<file path="src/rtl/lcd1602_bus_receiver.sv">
// Snoops an HD44780 write bus and mirrors the 16x2 LCD DDRAM, CGRAM and mode state.
// Optional CGRAM storage: define LCD_RX_CGRAM_EN.
module lcd1602_bus_receiver #(
  parameter int CMD_CYCLES   = 4,
  parameter int CLEAR_CYCLES = 40
) (
  input  logic       clk,
  input  logic       rst,
  input  logic       lcd_rs,
  input  logic       lcd_rw,
  input  logic       lcd_enable,
  input  logic [7:0] lcd_data,
  input  logic [4:0] rd_addr,
  output logic [7:0] rd_char,
  input  logic [5:0] cg_rd_addr,
  output logic [4:0] cg_rd_data,
  output logic [6:0] ac,
  output logic       ac_cgram,
  output logic       disp_on,
  output logic       cursor_on,
  output logic       blink_on,
  output logic       inc_dir,
  output logic       shift_en,
  output logic       busy,
  output logic       cmd_stb,
  output logic       overrun,
  output logic       rd_err
);

  typedef enum logic [1:0] {IDLE, CLEAR, BUSY_WAIT} state_t;

  state_t      state;
  logic [10:0] s1, s2;
  logic        en_d;
  logic        xfer, x_rs, x_rw;
  logic [7:0]  x_data;
  logic [15:0] cnt, lim;
  logic [4:0]  clr_idx;
  logic [7:0]  ddram [32];

  function automatic logic [6:0] ac_step(
    input logic [6:0] a,
    input logic       cg,
    input logic       up
  );
    logic [6:0] r;
    if (cg)
      r = {1'b0, up ? a[5:0] + 6'd1 : a[5:0] - 6'd1};
    else if (up)
      r = (a == 7'h27) ? 7'h40 : (a == 7'h67) ? 7'h00 : a + 7'd1;
    else
      r = (a == 7'h00) ? 7'h67 : (a == 7'h40) ? 7'h27 : a - 7'd1;
    return r;
  endfunction

  // xfer marks the synchronized enable falling edge, one cycle before it is acted on
  always_ff @(posedge clk or posedge rst) begin
    if (rst) begin
      s1     <= '0;
      s2     <= '0;
      en_d   <= 1'b0;
      xfer   <= 1'b0;
      x_rs   <= 1'b0;
      x_rw   <= 1'b0;
      x_data <= '0;
    end else begin
      s1     <= {lcd_rs, lcd_rw, lcd_enable, lcd_data};
      s2     <= s1;
      en_d   <= s2[8];
      xfer   <= en_d & ~s2[8];
      x_rs   <= s2[10];
      x_rw   <= s2[9];
      x_data <= s2[7:0];
    end
  end

  assign busy = (state != IDLE);

`ifdef LCD_RX_CGRAM_EN
  logic [4:0] cgram [64];
`endif

  always_ff @(posedge clk or posedge rst) begin
    if (rst) begin
      state     <= IDLE;
      cnt       <= '0;
      lim       <= '0;
      clr_idx   <= '0;
      ac        <= '0;
      ac_cgram  <= 1'b0;
      disp_on   <= 1'b0;
      cursor_on <= 1'b0;
      blink_on  <= 1'b0;
      inc_dir   <= 1'b1;
      shift_en  <= 1'b0;
      cmd_stb   <= 1'b0;
      overrun   <= 1'b0;
      rd_err    <= 1'b0;
      for (int i = 0; i < 32; i++) ddram[i] <= 8'h20;
`ifdef LCD_RX_CGRAM_EN
      for (int i = 0; i < 64; i++) cgram[i] <= '0;
`endif
    end else begin
      cmd_stb <= 1'b0;
      rd_err  <= xfer & x_rw;
      overrun <= xfer & ~x_rw & (state != IDLE);
      unique case (state)
        IDLE: begin
          if (xfer && !x_rw) begin
            cmd_stb <= 1'b1;
            cnt     <= 16'd1;
            lim     <= 16'(CMD_CYCLES);
            state   <= BUSY_WAIT;
            if (x_rs) begin
              if (!ac_cgram) begin
                if (ac[5:4] == 2'b00)
                  ddram[{ac[6], ac[3:0]}] <= x_data;
              end else begin
`ifdef LCD_RX_CGRAM_EN
                cgram[ac[5:0]] <= x_data[4:0];
`endif
              end
              ac <= ac_step(ac, ac_cgram, inc_dir);
            end else begin
              unique casez (x_data)
                8'b1???????: begin
                  ac <= (x_data[5:0] > 6'h27) ? {x_data[6], 6'd0}
                                              : x_data[6:0];
                  ac_cgram <= 1'b0;
                end
                8'b01??????: begin
                  ac       <= {1'b0, x_data[5:0]};
                  ac_cgram <= 1'b1;
                end
                // function set has no observable effect on the mirror
                8'b001?????: ;
                8'b0001????: begin
                  if (!x_data[3])
                    ac <= ac_step(ac, ac_cgram, x_data[2]);
                end
                8'b00001???: begin
                  disp_on   <= x_data[2];
                  cursor_on <= x_data[1];
                  blink_on  <= x_data[0];
                end
                8'b000001??: begin
                  inc_dir  <= x_data[1];
                  shift_en <= x_data[0];
                end
                8'b0000001?: begin
                  ac       <= '0;
                  ac_cgram <= 1'b0;
                  lim      <= 16'(CLEAR_CYCLES);
                end
                8'b00000001: begin
                  state   <= CLEAR;
                  clr_idx <= '0;
                  lim     <= 16'(CLEAR_CYCLES);
                end
                default: ;
              endcase
            end
          end
        end
        CLEAR: begin
          ddram[clr_idx] <= 8'h20;
          clr_idx        <= clr_idx + 5'd1;
          cnt            <= cnt + 16'd1;
          if (clr_idx == 5'd31) begin
            state    <= BUSY_WAIT;
            ac       <= '0;
            ac_cgram <= 1'b0;
            inc_dir  <= 1'b1;
          end
        end
        BUSY_WAIT: begin
          if (cnt >= lim) state <= IDLE;
          else cnt <= cnt + 16'd1;
        end
        default: state <= IDLE;
      endcase
    end
  end

  always_ff @(posedge clk or posedge rst) begin
    if (rst) rd_char <= 8'h20;
    else rd_char <= ddram[rd_addr];
  end

`ifdef LCD_RX_CGRAM_EN
  always_ff @(posedge clk or posedge rst) begin
    if (rst) cg_rd_data <= '0;
    else cg_rd_data <= cgram[cg_rd_addr];
  end
`else
  logic unused_cg;
  assign unused_cg  = ^cg_rd_addr;
  assign cg_rd_data = '0;
`endif

endmodule

</file>
<file path="config.mk">
export PLATFORM = sky130hd
export DESIGN_NAME = lcd1602_bus_receiver
export DESIGN_NICKNAME = d
export VERILOG_FILES = /design/src/rtl/lcd1602_bus_receiver.sv
export SDC_FILE = /design/constraint.sdc
export NUM_CORES = 1
export LEC_CHECK = 0
export ABC_CLOCK_PERIOD_IN_PS = 13700
export BUFFER_PORTS_ARGS = -buffer_cell sky130_fd_sc_hd__buf_2
export CORE_MARGIN = 2
export CORE_UTILIZATION = 30
export CTS_CLUSTER_SIZE = 12
export DETAILED_ROUTE_END_ITERATION = 16
export HOLD_SLACK_MARGIN = 0.06
export SLEW_MARGIN = 5
export SYNTH_ARGS = -nofsm -noshare
export SYNTH_HDL_FRONTEND = slang
export SYNTH_SLANG_ARGS = --single-unit
</file>
<file path="constraint.sdc">
create_clock -name clk -period 13.7 [get_ports clk]
set_clock_uncertainty 0.15 [all_clocks]
set_input_delay 3.425 -clock clk [delete_from_list [all_inputs] [get_ports clk]]
set_output_delay 3.425 -clock clk [all_outputs]
set_load 0.1 [all_outputs]
</file>
* After elaboration in Yosys (flattened, before gate mapping)
Cells that the tools add are included.
** Word-level totals
- Bits in registers :: 353
- Input bits :: 24
- Output and inout port bits :: 30
- Logic and storage cells :: 184
** Cells by class
- $add $sub $neg :: 6
- Magnitude comparators :: 7
- Equality and inequality tests :: 25
- Multiplexer cells :: 57
- Bitwise gates (word level) :: 13
- Reductions and logical operators :: 22
** Operators by type and width (count)
- two-way mux 256 bit :: 4
- one-hot mux 256 bit (2 select lines) :: 1
- bitwise mux 256 bit :: 1
- AND 224 bit :: 1
- inverter 224 bit :: 1
- two-way mux 7 bit :: 12
- demux 8 bit (select 5 bit) :: 2
- one-hot mux 16 bit (3 select lines) :: 1
- binary-select mux 8 bit (select 5 bit) :: 1
- two-way mux 16 bit :: 2
- two-way mux 8 bit :: 4
- OR 32 bit :: 1
- two-way mux 6 bit :: 5
- one-hot mux 7 bit (4 select lines) :: 1
- AND reduction 5 bit :: 4
- >= comparator 6 bit (second input constant) :: 3
- inverter 5 -> 6 bit :: 3
- adder 16 x 1 -> 16 bit (second input constant) :: 1
- >= comparator 16 bit :: 1
- != test 2 bit (second input constant) :: 8
- two-way mux 5 bit :: 3
- equality test 7 bit (second input constant) :: 2
- one-hot mux 7 bit (2 select lines) :: 1
- < comparator 6 x 1 -> 1 bit (second input constant) :: 2
- other kinds (36) :: 65

* Depth between registers and ports, before layout
Gate-level depths: netlist of the first run.
- Word-level depth :: 11
- Depth in mapped cells :: 11
- Gate-level depth less buffers :: 10

* Worst setup path before layout of the first run
No wires, ideal clock.
- Path kind :: input to register
- From :: input port rd_addr[0]
- To :: register rd_char[6]
- Setup time :: 0.142 ns
- Arrival :: 4.764 ns
- Required time :: 13.408 ns
- Setup slack :: 8.644 ns
- Stages :: 6
- Buffers on the path :: 3
- Cells stage by stage :: buf_4 buf_4 buf_4 mux4_2 mux2i_1 a221oi_1
** On the way
- Longest elaborated chain between the ends :: 4
** Ends and longest elaborated chain
- start: declaration :: RTL line 13 : input logic [4:0] rd_addr,
- inverter 5 -> 6 bit (not written as such) :: RTL line 187 : else rd_char <= ddram[rd_addr];
- binary-select mux 8 bit (select 5 bit) :: RTL line 187
- two-way mux 8 bit (not written as such) (2 in a row) :: RTL line 187
- end signal: assignment :: RTL line 187
- end: declaration :: RTL line 14 : output logic [7:0] rd_char,
No other way between the ends. The select of a mux whose other input is x is not followed.
A chain may end at the register's enable or synchronous reset.

* Final worst setup path of the first run
- From :: register state[0]
- To :: output port busy
** On the way
- Longest elaborated chain between the ends :: 1
** Ends and longest elaborated chain
- start: declaration :: RTL line 32 : state_t state;
- start signal: assignment :: RTL line 85 : state <= IDLE;
- start signal: assignment :: RTL line 113 : state <= BUSY_WAIT;
- start signal: assignment :: RTL line 156 : state <= CLEAR;
- nonzero test 2 bit :: RTL line 77 : assign busy = (state != IDLE);
- end: declaration :: RTL line 24 : output logic busy,
No other way between the ends.

==> results of run 1 <==
[layout by cell type (no fill, tap or decap), types with 32 or more instances in the layout]
cell type,count
dfrtp_1,304
mux4_2,64
dfstp_2,34
nand2_1,84
inv_1,32
clkbuf_16,40
buf_2,41
a21oi_1,59
nor2_1,55
a22o_1,234
mux2i_1,36
[routing by layer]
layer  wire (um)  vias up  GRT usage [%]  part of all wire, %
li1            -     4940              -                    -
met4        1021        0          4.334                  2.4
met2       18890      342          22.93                   45
met1       19570     5757          22.01                   47
met5           0        -              0                    0
met3        2259       70          2.291                  5.4
[power by group]
group | switching [mW] | internal [mW] | total (mW)
logic | 0.429 | 0.194 | 0.623
clock network | 0.422 | 0.635 | 1.06
registers | 0.0880 | 1.08 | 1.17
total | 0.938 | 1.91 | 2.85
[worst register-to-register path, delay by kind of cell (launching register included)]
kind / cells / cell delay, ns
adders and majority gates: 1 / 0.42
buffers and inverters: 3 / 0.36
DFF: 1 / 0.40
AOI/OAI and AO/OA: 1 / 0.21
and+or+nand+nor: 5 / 1.94
[registers in the layout (all words and copies together), names as in the netlist, 2 cells and up]
register and cells:
cnt 16, ddram 256, s1 11, clr_idx 5, rd_char 8, s2 11
lim 2, x_data 8, ac 7, state 2
[Yosys cell counts (13+ instances only)]
cell | number | area share, %
inv_1 | 33 | 0.78
nor2_1 | 55 | 1.3
nor3_1 | 15 | 0.47
mux4_2 | 64 | 9.0
nand3_1 | 20 | 0.63
a22o_1 | 234 | 13
dfrtp_1 | 305 | 48
o21ai_0 | 29 | 0.91
a21oi_1 | 59 | 1.9
mux2i_1 | 36 | 2.3
nand2_1 | 84 | 2.0
buf_4 | 14 | 0.66
nor2_4 | 13 | 0.92
dfstp_2 | 34 | 5.6
ha_1 | 19 | 1.5
buf_2 | 17 | 0.53
clkbuf_1 | 48 | 1.1
o22ai_1 | 31 | 1.2
[area by class of cell]
class                   instances  area, um2
fillers                      5181      34530
clock buffers                  58       1139
clock inverters                14      168.9
well taps                     688      860.8
flip-flops and latches        339       8527
repair buffers                 55      322.8
multi-input cells             824       6860
inverters                      35      138.9
[worst paths after layout]
path	slack, ns	cells after the start	endpoint
worst max register to register	10.14	10	ddram[129]
worst max-delay path	8.10	4	busy
max in group asynchronous	9.16	3	ddram[87]
min in group asynchronous	2.80	2	cnt[6]
worst min-delay path	0.19	0	x_rs
worst min register to register	0.19	0	x_rs
[kinds of logic (layout without fill, tap and decap cells)]
group,Yosys count,in the layout,share of synthesized area [%]
AO/OA/AOI/OAI,421,421,20.60
other,1,5,0.02351
XOR/XNOR,10,10,0.5491
AND/OR/NAND/NOR,264,264,8.596
multiplexers,105,105,11.65
flip-flops,339,339,53.44
buffers and inverters,127,162,3.647
adder cells (fa/ha/maj),19,19,1.490
==> impl_results.md, run 1 <==
* Routed vias at 11110
* Final setup viols at 0
* Syn avg cell area at 12.40 um2
* Clock Root Buffer: clkbuf_16
* Leakage at approximately 7.8 nW
* EDFF count, synth at 0
* Ys async rst share at between 90% and 100%
* Outcome: finished, final reports clean
* Via count of the first global-routing pass at 11350
* Top_reg_cell synth: dfrtp_1
* Post-CTS Setup Repair Bufs at 0
* Area growth syn-to-layout at 12.94%
* Worst skew pair latency at 0.55 ns
* Chip Height at 234.6 um
* I/O Pins at 54
* PD cells at 157.9 nW/um2
* Max IR drop VDD at between 0.0002 and 0.00025 V
* Core area at 52550 um2
* Gr usage total at 15.00%
* Final worst slack at 8.103 ns
* Fin Setup TNS at 0 ns
* Initial core utilization at 30.36%
* Buf/Inv on CP at 3
* Row count at 84
* PnR Total Power at 2.846 mW
* Die extent in x at 234.6 um
* Die Area at 55040 um2
* Fin area at 18020 um2
* Distinct cell type count after synthesis at 75
* WP data required at 10.12 ns
* Dpl ws at ~7.5 ns
* Reg clk slew, reported paths at 0.06 ns
* CP max-delay cell: buf_2
* Yosys reg bits at 339
* Hold Vio Cnt, Final at 0
* Max-slew violation count at 0
* Critical path endpoint category: output port
* DRC at 0
* Largest net degree at the start of global routing at 183
* Crit-path max cell delay at 0.47 ns
* CTS tree: done
* Share of post-route cells with drive strength above 1 at 20.00%
* Routability Congestion at 0.8475
* Worst slew margin at 26.44%
* Yosys warnings at 0
* Fin crit share at around 41%
* Router iterations before antenna repair at 5
* Largest delay share family, worst path: buffers and inverters
* Worst-path fanout max at 12
* Number of port buffers at 42
* Setup CP Type: flop to output port
* F_max at 0.1787 GHz
* Placed standard-cell area at 16710 um2
* CTS Hold Bufs at 0
* MaxCap Viol Count at 0
* Iter 0 DRT Violations at between 1000 and 1500
* H-Tree Depth at 2
* Area of the mapped netlist at 15950 um2
* CP Cell Sequence: inv_1 > ha_1 > inv_1 > buf_2
* Antenna violations before repair at 0
* Worst r2r src: state[1]
* Hold slack at a little under 0.2 ns
* Min Tclk post-route at 5.597 ns
* CP arrival at 2.02 ns
* First-pass GRT wire length at 66.77 mm
* Clock sinks at 339
* CP most frequent cell: inv_1
* CTS Buf Count at 39
* Post-Layout Cell Count at 2013
* DR WL/cell at 20.74 um
* Worst Hold Launch: s2[10]
* # nets final at 1337
* Final HPWL DP at 26.16 mm
* GRT Residual Overflow at 0
* Dpl cells at 1941
* Post-cts resize count at 0
* Mapped Cells at about 1300
* Startpoint types: flop
* Setup crit start: state[0]
* RSZ-0062 raised after global routing: no
* CTS max path bufs at 3
* Final WL at around 42 mm
* Actual slew at the worst max-slew pin at roughly 1.1 ns
* Post-layout util at approximately a third
* # diodes at 0
* Antenna Violating Nets Remaining at 0
* Register area share after synthesis at 53.44%
* Vias per cell at roughly 5.5
* HP Class: flop to flop
(Power assumes the default switching activity.)
==> inputs of run 2 (changes only) <==
Settings changed: ABC_CLOCK_PERIOD_IN_PS 13700 to 5400.
Clock period 13.7 ns to 5.4 ns, I/O delays scaled along.
==> run 2 against run 1 <==
Against the previous run: flip-flop and latch count unchanged; utilization down 0.14 points; critical path type unchanged; highest routed layer is now met5; setup slack worse by 6.2 ns.
==> impl_results.md, run 2 (same netlist as run 1, synthesis figures left out) <==
* I/O Pins at 54 (unchanged)
* Fin crit share at between 60% and 70%
* MaxCap Viol Count at 0 (unchanged)
* Antenna Violating Nets Remaining at 0 (unchanged)
* Reg clk slew, reported paths at 0.05 ns (was 0.06 ns)
* Hold slack at 0.1931 ns (about the same)
* Critical path endpoint category: output port (unchanged)
* Commonest non-fill, non-tap cell in the layout: dfrtp_1 (unchanged)
* R2R Setup Slk at 1.86 ns (was 10.14 ns)
* Clock sinks at 339 (unchanged)
* Gr usage total at 15.27% (was 15.00%)
* CTS tree: done (unchanged)
* Fillers at 5219 (was 5181)
* WP data required at 3.90 ns (was 10.12 ns)
* Worst-path fanout max at 12 (unchanged)
* Worst Hold Launch: s2[9] (was s2[10])
* Worst skew pair latency at 0.54 ns (was 0.55 ns)
* Antenna violations before repair at 1 (was 0)
* Via count of the first global-routing pass at 11430 (was 11350)
* GRT Residual Overflow at 0 (unchanged)
* HP Class: flop to flop (unchanged)
* Iter 0 DRT Violations at 1053 (was 1045)
* Actual slew at the worst max-slew pin at 1.106 ns (was 1.101 ns)
* PD cells at 392.7 nW/um2 (was 157.9 nW/um2)
* Fin area at 17940 um2 (was 18020 um2)
* CTS Buf Count at 39 (unchanged)
* Die Area at 55040 um2 (unchanged)
* F_max at between 0.2 and 0.3 GHz
* Number of port buffers at 42 (unchanged)
* Core area at 52550 um2 (unchanged)
* Vias per cell at 5.600 (was 5.519)
* RSZ-0062 raised after global routing: no (unchanged)
* Area growth syn-to-layout at 12.49% (was 12.94%)
* Endpoint, Worst Hold: x_rw (was x_rs)
* # nets final at 1339 (was 1337)
* Post-CTS Setup Repair Bufs at 0 (unchanged)
* Routed vias at 11250 (was 11110)
* Final WL at 42.51 mm (was 41.74 mm)
* Clock Root Buffer: clkbuf_16 (unchanged)
* Reg2reg path depth at 10 (unchanged)
* Post-cts resize count at 0 (unchanged)
* Initial core utilization at 30.36% (unchanged)
* Chip Height at 234.6 um (unchanged)
* CP arrival at 2.04 ns (was 2.02 ns)
* Largest net degree at the start of global routing at 139 (was 183)
* Area of the multi-input gates at 6860 um2 (unchanged)
* Startpoint types: flop (unchanged)
* Fin Setup TNS at 0 ns (unchanged)
* Routability Congestion at 0.8340 (was 0.8475)
* Share of post-route cells with drive strength above 1 at 19.83% (was 20.00%)
* Top flop regs: ddram x256, cnt x16 (unchanged)
* Row count at 84 (unchanged)
* Outcome: finished, final reports clean (unchanged)
* Worst slew margin at 26.28% (was 26.44%)
* Min Tclk post-route at 3.538 ns
* Final HPWL DP at 27.21 mm (was 26.16 mm)
* Router iterations before antenna repair at 5 (unchanged)
* CTS max path bufs at 3 (unchanged)
* Most flop-heavy register: ddram (unchanged)
* Seq. cell area at 8527 um2 (unchanged)
* # diodes at 0 (unchanged)
* H-Tree Depth at 2 (unchanged)
* Setup CP Type: flop to output port (unchanged)
* DRC at 0 (unchanged)
* Final setup viols at 0 (unchanged)
* DR WL/cell at 21.16 um (was 20.74 um)
* Hold Vio Cnt, Final at 0 (unchanged)
* Largest register FFs at 256 (unchanged)
* Max IR drop VDD at 0.0004109 V (was 0.0002464 V)
* Terminus of the critical flop-to-flop path: ddram[134] (was ddram[129])
* Most frequent cells in the layout: dfrtp_1 (304), a22o_1 (234), nand2_1 (84) (unchanged)
* WHS Path Cells at 0 (unchanged)
* Worst r2r src: state[1] (unchanged)
* First-pass GRT wire length at 68.12 mm (was 66.77 mm)
* Die extent in x at 234.6 um (unchanged)
* Leakage at 7.736 nW (was 7.775 nW)
* CTS Hold Bufs at 0 (unchanged)
* Max-slew violation count at 0 (unchanged)
* Placed standard-cell area at 16760 um2 (was 16710 um2)
run 2: cell count changes in the layout (fill, tap and decap cells not counted), sizes merged:
cell | before | now
clkbuf | 58 | 54
buf | 55 | 57
bufinv | 3 | 1
clkinv | 8 | 7
clkinvlp | 2 | 3
run 2: worst max-delay path by stage:
stage,depth (start not counted),end,startpoint
finish,4,busy,state[0]
global route,10,ddram[128],state[1]
CTS,4,busy,state[0]
detailed placement,5,rd_char[1],rd_addr[0]
global placement,5,rd_char[1],rd_addr[0]
floorplan,1,ac[0],rst
run 2: routing by layer:
metal  up-vias  wire, um  GRT usage (%)
met5         -        13              0
met4         2       915          3.893
met3        70      2787          2.232
met1      5818     19320          22.42
met2       432     19480          23.63
li1       4928         -              -
run 2: power by group:
group	internal (mW)	total [mW]	switching (mW)
clock network	1.45	2.50	1.05
logic	0.497	1.58	1.08
registers	2.73	2.97	0.235
total	4.68	7.05	2.37
run 2: per-stage QoR:
step                instances  worst slack [ns]  power (mW)  utilization [%]
floorplan                1290           -0.6048       4.241                -
global placement         1943             1.596       4.536            31.89
detailed placement       1943             1.543       4.567            31.89
CTS                      2009             1.863       7.089            34.15
global route             2009             1.575       7.375            34.15
finish                   2009             1.862       7.047            34.15
run 2: layout make-up:
cell class	instances	share of cell area, %
Clock inverter	12	0.5787
Sequential cell	339	47.52
Inverter	35	0.7530
Clock buffer	54	6.031
Multi-Input combinational cell	824	38.23
Timing Repair Buffer	57	2.092
Tap cell	688	4.797
run 2: worst max-delay path, cell delays in order (launching register included):
cell and delay, ns:
dfrtp_1 0.41, inv_1 0.08, ha_1 0.36, inv_1 0.17, buf_2 0.47
